<file path="src/rtl/iob_nco_sweep_ctrl.sv">
// iob_nco_sweep_ctrl: autonomous frequency-sweep sequencer for iob_nco.
// Acts as a write-only IOb master on the NCO CSR port. It soft-resets the
// NCO, programs the 32.32 period, enables it, then repeatedly adds a signed
// increment to the period after a programmable dwell per point.
module iob_nco_sweep_ctrl #(
    parameter int DATA_W           = 32,
    parameter int ADDR_W           = 4,
    parameter int DWELL_W          = 32,
    parameter int NSTEPS_W         = 16,
    parameter int SOFT_RESET_ADDR  = 0,
    parameter int ENABLE_ADDR      = 1,
    parameter int PERIOD_INT_ADDR  = 4,
    parameter int PERIOD_FRAC_ADDR = 8
) (
    input  logic                  clk_i,
    input  logic                  arst_n_i,
    input  logic                  start_i,
    input  logic                  abort_i,
    input  logic [63:0]           period_start_i,
    input  logic [63:0]           period_step_i,
    input  logic [NSTEPS_W-1:0]   nsteps_i,
    input  logic [DWELL_W-1:0]    dwell_i,
    output logic                  iob_valid_o,
    output logic [ADDR_W-1:0]     iob_addr_o,
    output logic [DATA_W-1:0]     iob_wdata_o,
    output logic [DATA_W/8-1:0]   iob_wstrb_o,
    input  logic                  iob_ready_i,
    output logic                  busy_o,
    output logic                  done_o,
    output logic [NSTEPS_W-1:0]   step_idx_o,
    output logic [63:0]           cur_period_o
);

    localparam int STRB_W = DATA_W / 8;
    localparam logic [ADDR_W-1:0] A_SRST = ADDR_W'(SOFT_RESET_ADDR);
    localparam logic [ADDR_W-1:0] A_EN   = ADDR_W'(ENABLE_ADDR);
    localparam logic [ADDR_W-1:0] A_PINT = ADDR_W'(PERIOD_INT_ADDR);
    localparam logic [ADDR_W-1:0] A_PFRC = ADDR_W'(PERIOD_FRAC_ADDR);

    typedef enum logic [3:0] {
        S_IDLE, S_SRST1, S_SRST0, S_WINT, S_WFRAC, S_WEN, S_DWELL, S_WDIS, S_DONE
    } state_t;

    state_t                state_q, state_d;
    logic                  valid_q, valid_d;
    logic [ADDR_W-1:0]     addr_q, addr_d;
    logic [DATA_W-1:0]     wdata_q, wdata_d;
    logic [STRB_W-1:0]     wstrb_q, wstrb_d;
    logic [NSTEPS_W-1:0]   step_idx_q, step_idx_d;
    logic [63:0]           cur_q, cur_d;
    logic [63:0]           step_q, step_d;
    logic [NSTEPS_W-1:0]   nsteps_q, nsteps_d;
    logic [DWELL_W-1:0]    dwell_q, dwell_d;
    logic [DWELL_W-1:0]    cnt_q, cnt_d;
    logic                  abort_q, abort_d;

    // per-state request description, consumed by the shared handshake logic
    logic [ADDR_W-1:0]     req_addr;
    logic [DATA_W-1:0]     req_val;
    logic                  req_byte;
    state_t                wr_next;
    logic                  abort_eff;

    // next-state, request generation and datapath updates
    always_comb begin
        state_d    = state_q;
        valid_d    = valid_q;
        addr_d     = addr_q;
        wdata_d    = wdata_q;
        wstrb_d    = wstrb_q;
        step_idx_d = step_idx_q;
        cur_d      = cur_q;
        step_d     = step_q;
        nsteps_d   = nsteps_q;
        dwell_d    = dwell_q;
        cnt_d      = cnt_q;
        // an abort seen during a write is remembered until that write retires
        abort_d    = abort_q | (abort_i && state_q != S_IDLE &&
                                state_q != S_WDIS && state_q != S_DONE);
        abort_eff  = abort_q | abort_i;
        req_addr   = '0;
        req_val    = '0;
        req_byte   = 1'b0;
        wr_next    = state_q;

        case (state_q)
            S_SRST1: begin req_addr = A_SRST; req_val = DATA_W'(1); req_byte = 1'b1; wr_next = S_SRST0; end
            S_SRST0: begin req_addr = A_SRST; req_val = '0;         req_byte = 1'b1; wr_next = S_WINT;  end
            S_WINT:  begin req_addr = A_PINT; req_val = cur_q[63:32];                wr_next = S_WFRAC; end
            S_WFRAC: begin
                req_addr = A_PFRC;
                req_val  = cur_q[31:0];
                // only the first point needs the NCO enabled
                wr_next  = (step_idx_q == '0) ? S_WEN : S_DWELL;
            end
            S_WEN:   begin req_addr = A_EN;   req_val = DATA_W'(1); req_byte = 1'b1; wr_next = S_DWELL; end
            S_WDIS:  begin req_addr = A_EN;   req_val = '0;         req_byte = 1'b1; wr_next = S_DONE;  end
            default: ;
        endcase

        case (state_q)
            S_IDLE: begin
                abort_d = 1'b0;
                if (start_i) begin
                    cur_d      = period_start_i;
                    step_d     = period_step_i;
                    nsteps_d   = nsteps_i;
                    dwell_d    = dwell_i;
                    step_idx_d = '0;
                    state_d    = S_SRST1;
                end
            end
            S_DWELL: begin
                if (abort_eff) begin
                    state_d = S_WDIS;
                end else if (cnt_q <= DWELL_W'(1)) begin
                    if (step_idx_q == nsteps_q) begin
                        state_d = S_WDIS;
                    end else begin
                        cur_d      = cur_q + step_q;
                        step_idx_d = step_idx_q + NSTEPS_W'(1);
                        state_d    = S_WINT;
                    end
                end else begin
                    cnt_d = cnt_q - DWELL_W'(1);
                end
            end
            S_DONE: begin
                abort_d = 1'b0;
                state_d = S_IDLE;
            end
            default: begin
                // write states: one idle cycle, then hold the request until accepted
                if (!valid_q) begin
                    if (abort_eff && state_q != S_WDIS) begin
                        state_d = S_WDIS;
                    end else begin
                        valid_d = 1'b1;
                        addr_d  = req_addr;
                        if (req_byte) begin
                            wstrb_d = STRB_W'(1) << req_addr[1:0];
                            wdata_d = DATA_W'(req_val[7:0]) << {req_addr[1:0], 3'b000};
                        end else begin
                            wstrb_d = '1;
                            wdata_d = req_val;
                        end
                    end
                end else if (iob_ready_i) begin
                    valid_d = 1'b0;
                    state_d = (abort_eff && state_q != S_WDIS) ? S_WDIS : wr_next;
                end
            end
        endcase

        // dwell counter is reloaded on every entry to DWELL
        if (state_d == S_DWELL && state_q != S_DWELL) cnt_d = dwell_q;
    end

    // state and datapath registers
    always_ff @(posedge clk_i or negedge arst_n_i) begin
        if (!arst_n_i) begin
            state_q    <= S_IDLE;
            valid_q    <= 1'b0;
            addr_q     <= '0;
            wdata_q    <= '0;
            wstrb_q    <= '0;
            step_idx_q <= '0;
            cur_q      <= '0;
            step_q     <= '0;
            nsteps_q   <= '0;
            dwell_q    <= '0;
            cnt_q      <= '0;
            abort_q    <= 1'b0;
        end else begin
            state_q    <= state_d;
            valid_q    <= valid_d;
            addr_q     <= addr_d;
            wdata_q    <= wdata_d;
            wstrb_q    <= wstrb_d;
            step_idx_q <= step_idx_d;
            cur_q      <= cur_d;
            step_q     <= step_d;
            nsteps_q   <= nsteps_d;
            dwell_q    <= dwell_d;
            cnt_q      <= cnt_d;
            abort_q    <= abort_d;
        end
    end

    assign iob_valid_o  = valid_q;
    assign iob_addr_o   = addr_q;
    assign iob_wdata_o  = wdata_q;
    assign iob_wstrb_o  = wstrb_q;
    assign busy_o       = (state_q != S_IDLE);
    assign done_o       = (state_q == S_DONE);
    assign step_idx_o   = step_idx_q;
    assign cur_period_o = cur_q;

endmodule
</file>
<file path="config.mk">
export PLATFORM = sky130hd
export DESIGN_NAME = iob_nco_sweep_ctrl
export DESIGN_NICKNAME = d
export VERILOG_FILES = /design/src/rtl/iob_nco_sweep_ctrl.sv
export SDC_FILE = /design/constraint.sdc
export NUM_CORES = 1
export LEC_CHECK = 0
export ABC_AREA = 1
export BUFFER_PORTS_ARGS = -buffer_cell sky130_fd_sc_hd__buf_2
export CAP_MARGIN = 20
export CELL_PAD_IN_SITES_DETAIL_PLACEMENT = 0
export CELL_PAD_IN_SITES_GLOBAL_PLACEMENT = 1
export CORE_UTILIZATION = 37
export DETAILED_ROUTE_END_ITERATION = 6
export GPL_ROUTABILITY_DRIVEN = 0
export PLACE_DENSITY = 0.85
export SLEW_MARGIN = 20
export SYNTH_ARGS = -nofsm -noshare
export SYNTH_HDL_FRONTEND = slang
export SYNTH_SLANG_ARGS = --single-unit
</file>
<file path="constraint.sdc">
create_clock -name clk_i -period 2.23 [get_ports clk_i]
set_input_delay 0.3345 -clock clk_i [delete_from_list [all_inputs] [get_ports clk_i]]
set_output_delay 0.3345 -clock clk_i [all_outputs]
set_load 0.01 [all_outputs]
</file>
Word-level counts from Yosys, hierarchy flattened
Cells that the tools add are included.
- add/subtract/negate cells: 3
- bitwise logic cells: 5
- reduce and logical (&&, ||, !) cells: 19
- shift-type cells: 2
- multiplexer cells: 34
- magnitude comparators: 1
- equal/unequal tests: 19
- operators with widths (cell ; number):
    2-to-1 mux 64 bit ; 4
    2-to-1 mux 32 bit ; 5
    case mux 64 bit (2 select lines) ; 1
    case mux 32 bit (3 select lines) ; 1
    adder 64 bit ; 1
    2-to-1 mux 16 bit ; 4
    <= comparator 32 x 1 -> 1 bit, second input constant ; 1
    2-to-1 mux 4 bit ; 8
    case mux 16 bit (2 select lines) ; 1
    left shift 8 x 5 -> 32 bit ; 1
    subtractor 32 x 1 -> 32 bit, second input constant ; 1
    case mux 4 bit (3 select lines) ; 2
    case mux 4 bit (6 select lines) ; 1
    equality test 4 x 3 -> 1 bit, second input constant ; 5
    adder 16 x 1 -> 16 bit, second input constant ; 1
    equality test 16 bit ; 1
    zero test 16 bit ; 1
    equality test 4 x 2 -> 1 bit, second input constant ; 2
    inequality test 2 bit, second input constant ; 4
    inequality test 4 x 3 -> 1 bit, second input constant ; 2
    AND reduction 3 bit ; 2
    OR reduction 2 bit ; 3
    logical AND 1 bit ; 5
    2-to-1 mux 1 bit ; 5
    other kinds (16) ; 21
- register bits after elaboration: 270
- logic and storage cells: 95
- output and inout port bits: 123
- bits of input ports: 181

Longest topological paths before layout
- depth after elaboration: 11
- depth in mapped cells: 18
- mapped depth without buffers: 18

Least setup slack after synthesis
Ideal clock, no wire load.
- path type: reg2reg
- from: register cur_q[0], in the netlist cur_period_o[0]
- to: register cur_q[60], in the netlist cur_period_o[60]
- library setup time: 0.116 ns
- cell stages (with the launch flop): 18
- slack: 0.050 ns
- arrival: 2.063 ns
- cells stage by stage: dfrtp_1 > ha_1 > inv_1 > fa_1 > inv_1 > nand3_1 > nand2_1 > nand2_1 > nand2_1 > nand2_1 > nand2_1 > nand2_1 > nand2_1 > nand2_1 > nand3_1 > nand3_1 > nand2_1 > nand2_1
- word-level cells in the longest chain between the ends: 5
- ends and longest elaborated chain (what ; RTL line ; RTL):
    start, declared ; 50 ; logic [63:0] cur_q, cur_d;
    start signal, assigned ; 181 ; cur_q <= cur_d;
    adder 64 bit ; 120 ; cur_d = cur_q + step_q;
    2-to-1 mux 64 bit ; 117 ; if (step_idx_q == nsteps_q) begin
    2-to-1 mux 64 bit ; 116 ; end else if (cnt_q <= DWELL_W'(1)) begin
    2-to-1 mux 64 bit ; 114 ; if (abort_eff) begin
    case mux 64 bit (2 select lines) ; 101 ; case (state_q)
Every way passes these cells. The select of a mux whose other input is x is not followed.
A chain may end at the register's enable or synchronous reset.

Worst setup path after layout
- from: register step_q[37]
- to: register cur_q[48], in the netlist cur_period_o[48]
- word-level cells in the longest chain between the ends: 5
- ends and longest elaborated chain (what ; RTL line ; RTL):
    start, declared ; 51 ; logic [63:0] step_q, step_d;
    start signal, assigned ; 182 ; step_q <= step_d;
    adder 64 bit ; 120 ;
    2-to-1 mux 64 bit ; 117 ;
    2-to-1 mux 64 bit ; 116 ;
    2-to-1 mux 64 bit ; 114 ;
    case mux 64 bit (2 select lines) ; 101 ;
Every way passes these cells. The select of a mux whose other input is x is not followed.

==> out/metrics.csv <==
stage,metric,value,unit
floorplanning,core box area,50070,um2
worst_setup_path,Worst Path Max Fanout,4,
pwr,worst IR drop on VDD,0.0008256,V
drt,Via-to-Cell Ratio,4.936,
clock_tree,"CTS clk-pin slew, worst paths",60,ps
place,DP HPWL,55270,um
sta,final setup fails,2,
yosys,async set-reset flop share out of synthesis,100.0,%
pwr,P_leak,0.01491,uW
drt,Initial DRC Count,1667,
place,"worst slack, placed",-162.4,ps
sta,Slew Limit Fails,0,
layout,Layout area overhead,46.40,%
clock_tree,clk sink count,268,
clock_tree,CTS Buffer Depth,3,
drt,Pre-Repair DR Iteration Count,5,
yosys,Mean Syn Cell Area,6.400,um2
sta,Setup WS post-layout,-66.55,ps
yosys,post-synth cell types,49,
worst_setup_path,Crit. End Element,register,
floorplanning,Initial Util,37.37,%
layout,fin nets,3853,
floorplanning,Die Ht,226.9,um
yosys,Mapped Nets,3172,
yosys,Synth warnings,0,
drt,antenna-violating nets left,0,
global_routing,number of global-route vias before repair,19651,
yosys,Yosys top cell area share,35.85,%
pwr,Power Density,1373,nW/um2
clock_tree,Num CTS Buffers,31,
yosys,Post-Syn Area,18710,um2
sta,RSZ-0062 raised after global routing,yes,
run_status,failing checks,negative setup slack,
sta,min Tclk post-route,2297,ps
sta,skew final,21.21,ps
sta,Worst slew margin,58.22,%
floorplanning,Die Area,51470,um2
sta,worst slew pin tran,626.7,ps
yosys,register area share after synthesis,35.85,%
clock_tree,Clock Tree Root,clkbuf_16,
clock_tree,Clock Latency Late Sink,620,ps
sta,final hold vios,0,
global_routing,first-pass GRT wire length,109800,um
place,I/O Buffers,302,
yosys,ys flop type,dfrtp_1,
yosys,synth top area cells,"dfrtp_1 36%, nand2_1 26%, inv_1 7.6%",
min_path,hold crit path type,in -> reg,
sta,Min Hold Slack,20.34,ps
floorplanning,standard-cell rows,82,
global_routing,largest net degree at the start of global routing,78,
layout,proportion of layout cells with a drive suffix above 1,30.07,%
drt,WL final,75670,um
worst_setup_path,crit path kind,reg -> reg,
yosys,Post-Syn Instances,2923,
sta,fmax,435.4,MHz
yosys,"flops & latches, synth",268,
place,DP Cell Count,4094,
global_routing,Total Routing Usage GR,27.75,%
drt,DR WL/cell,17.60,um
clock_tree,CTS tree,built,
pwr,overall power,37600,uW
flow_run,Max Cap Violations,0,
global_routing,grt ovf,0,
floorplanning,# IOs,304,
clock_tree,number of H-tree levels,1,
global_routing,initial antenna violation count,4,
worst_setup_path,CP Data Required Time,2730,ps
sta,final cycle utilization of the critical path,103.0,%
layout,"Cell Count, Final, Fillers Out",4299,
worst_setup_path,CP Data Arrival Time,2800,ps
worst_setup_path,Critical Path Start Type,register,
drt,DRC,0,
sta,TNS Setup,-74.39,ps
yosys,Post-synth EDFFs,0,
run_status,outcome,finished with violations,
drt,vias post-DR,21220,
yosys,"area leader, netlist",dfrtp_1,
floorplanning,die width,226.9,um
-- cells in the final DEF (no fill, tap or decap), types with 6 or more instances in the layout --
cell / Yosys / layout
xor2_1: 34 / 32
o21ai_1: 1 / 11
nor2_4: 1 / 17
nand2_2: 16 / 108
clkbuf_16: 0 / 36
nor3_1: 28 / 14
buf_6: 5 / 9
nor2_2: 6 / 47
nand2_1: 1278 / 1159
ha_4: 0 / 49
a22o_1: 11 / 11
dfrtp_2: 0 / 9
o22ai_1: 7 / 6
nor2_1: 246 / 189
inv_1: 378 / 356
nor3_2: 1 / 13
o21a_1: 15 / 15
nand2_4: 5 / 32
nand3_2: 11 / 50
buf_12: 0 / 10
dlygate4sd3_1: 0 / 113
a21oi_2: 1 / 24
dfrtp_1: 268 / 259
clkinv_2: 0 / 6
o21bai_1: 9 / 6
xnor2_1: 7 / 6
clkbuf_8: 0 / 8
a21oi_1: 85 / 57
o21ai_0: 112 / 98
or2_2: 10 / 9
buf_2: 27 / 301
ha_1: 67 / 15
nand3_1: 168 / 126
buf_4: 6 / 288
nand4_1: 29 / 29
inv_2: 6 / 25
-- worst max-delay path: stages (launching register included) --
cell and delay, ps:
dfrtp_1 420, ha_4 320, nand2_1 100, buf_4 150, nor2_2 150, inv_1 70, o21ai_0 440, a21oi_1 180
nand4_1 130, nand3_1 110, nand2_1 80, nand2_1 40
-- final cells by class --
type	instances	area (um2)
clock inverters	11	148.9
flip-flops and latches	268	6718
multi-input cells	2186	11950
diodes	2	5.005
inverters	386	1471
well taps	672	840.8
repair buffers	731	5351
clock buffers	43	900.9
fillers	5026	22680
-- cell usage after synthesis, types with 10 or more instances --
library cell and count:
clkbuf_1 41, nand3_2 11, ha_1 67, dfrtp_1 268, nand2_1 1278, o21a_1 15, nor3_1 28, inv_1 378
o21ai_0 112, nor2_1 246, nand2_2 16, nand4_1 29, a21oi_1 85, nand3_1 168, a22o_1 11, or2_2 10
buf_2 27, xor2_1 34
-- stage by stage --
stage / util [%] / area (um2)
after detailed placement: 45.81 / 22940
after global routing: 54.70 / 27390
after global placement: 45.81 / 22940
after CTS: 50.70 / 25380
after floorplan: - / 18710
final: 54.70 / 27390
-- registers in the layout, indices dropped and copies added, names as in the netlist, 3 cells and up --
signal	cells
cnt_q	32
iob_wdata_o	32
nsteps_q	16
iob_wstrb_o	3
step_idx_o	16
dwell_q	32
iob_addr_o	3
cur_period_o	64
state_q	4
step_q	64
-- per-layer routing --
| metal | vias up | share of wire, % | track usage [%] |
|---|---|---|---|
| li1 | 10435 | - | - |
| met1 | 9847 | 44 | 39.07 |
| met2 | 799 | 45 | 43.18 |
| met3 | 135 | 8.2 | 4.950 |
| met4 | 4 | 3.1 | 8.086 |
| met5 | - | 0.024 | 0 |
-- power by group --
part           leakage, uW  internal, uW  total, uW  switching, uW
combinational       0.0109          9910      23400          13500
sequential         0.00344          6920       8830           1910
clock             0.000524          3150       5370           2220
total               0.0149         20000      37600          17600
-- path summary, 6_finish.rpt --
path | depth (start not counted) | to | start | slack [ps]
max | 11 | cur_period_o[48] | step_q[37] | -70
min | 3 | cur_period_o[15] | period_start_i[15] | 20
max reg2reg | 11 | cur_period_o[48] | step_q[37] | -70
min reg2reg | 2 | iob_wdata_o[18] | iob_wdata_o[18] | 470
max in group asynchronous | 3 | step_q[38] | arst_n_i | 1270
min in group asynchronous | 2 | dwell_q[22] | arst_n_i | 200
-- cells by family after synthesis --
| logic type | synth area share [%] |
|---|---|
| and+or+nand+nor | 39.50 |
| xor gates and xnor gates | 1.920 |
| DFF | 35.85 |
| other | 0.02004 |
| buffers and inverters | 9.999 |
| adders and majority gates | 4.588 |
| AOI/OAI and AO/OA | 8.126 |
-- timing repair --
action                     CTS  global route
setup buffers                2            27
hold buffers               113             0
pin swaps                    7            71
setup endpoints to repair  170           217
resized for setup           64           390
gates cloned                 0             7
hold endpoints to repair   266             0
Power figures use the tool's default switching activity.
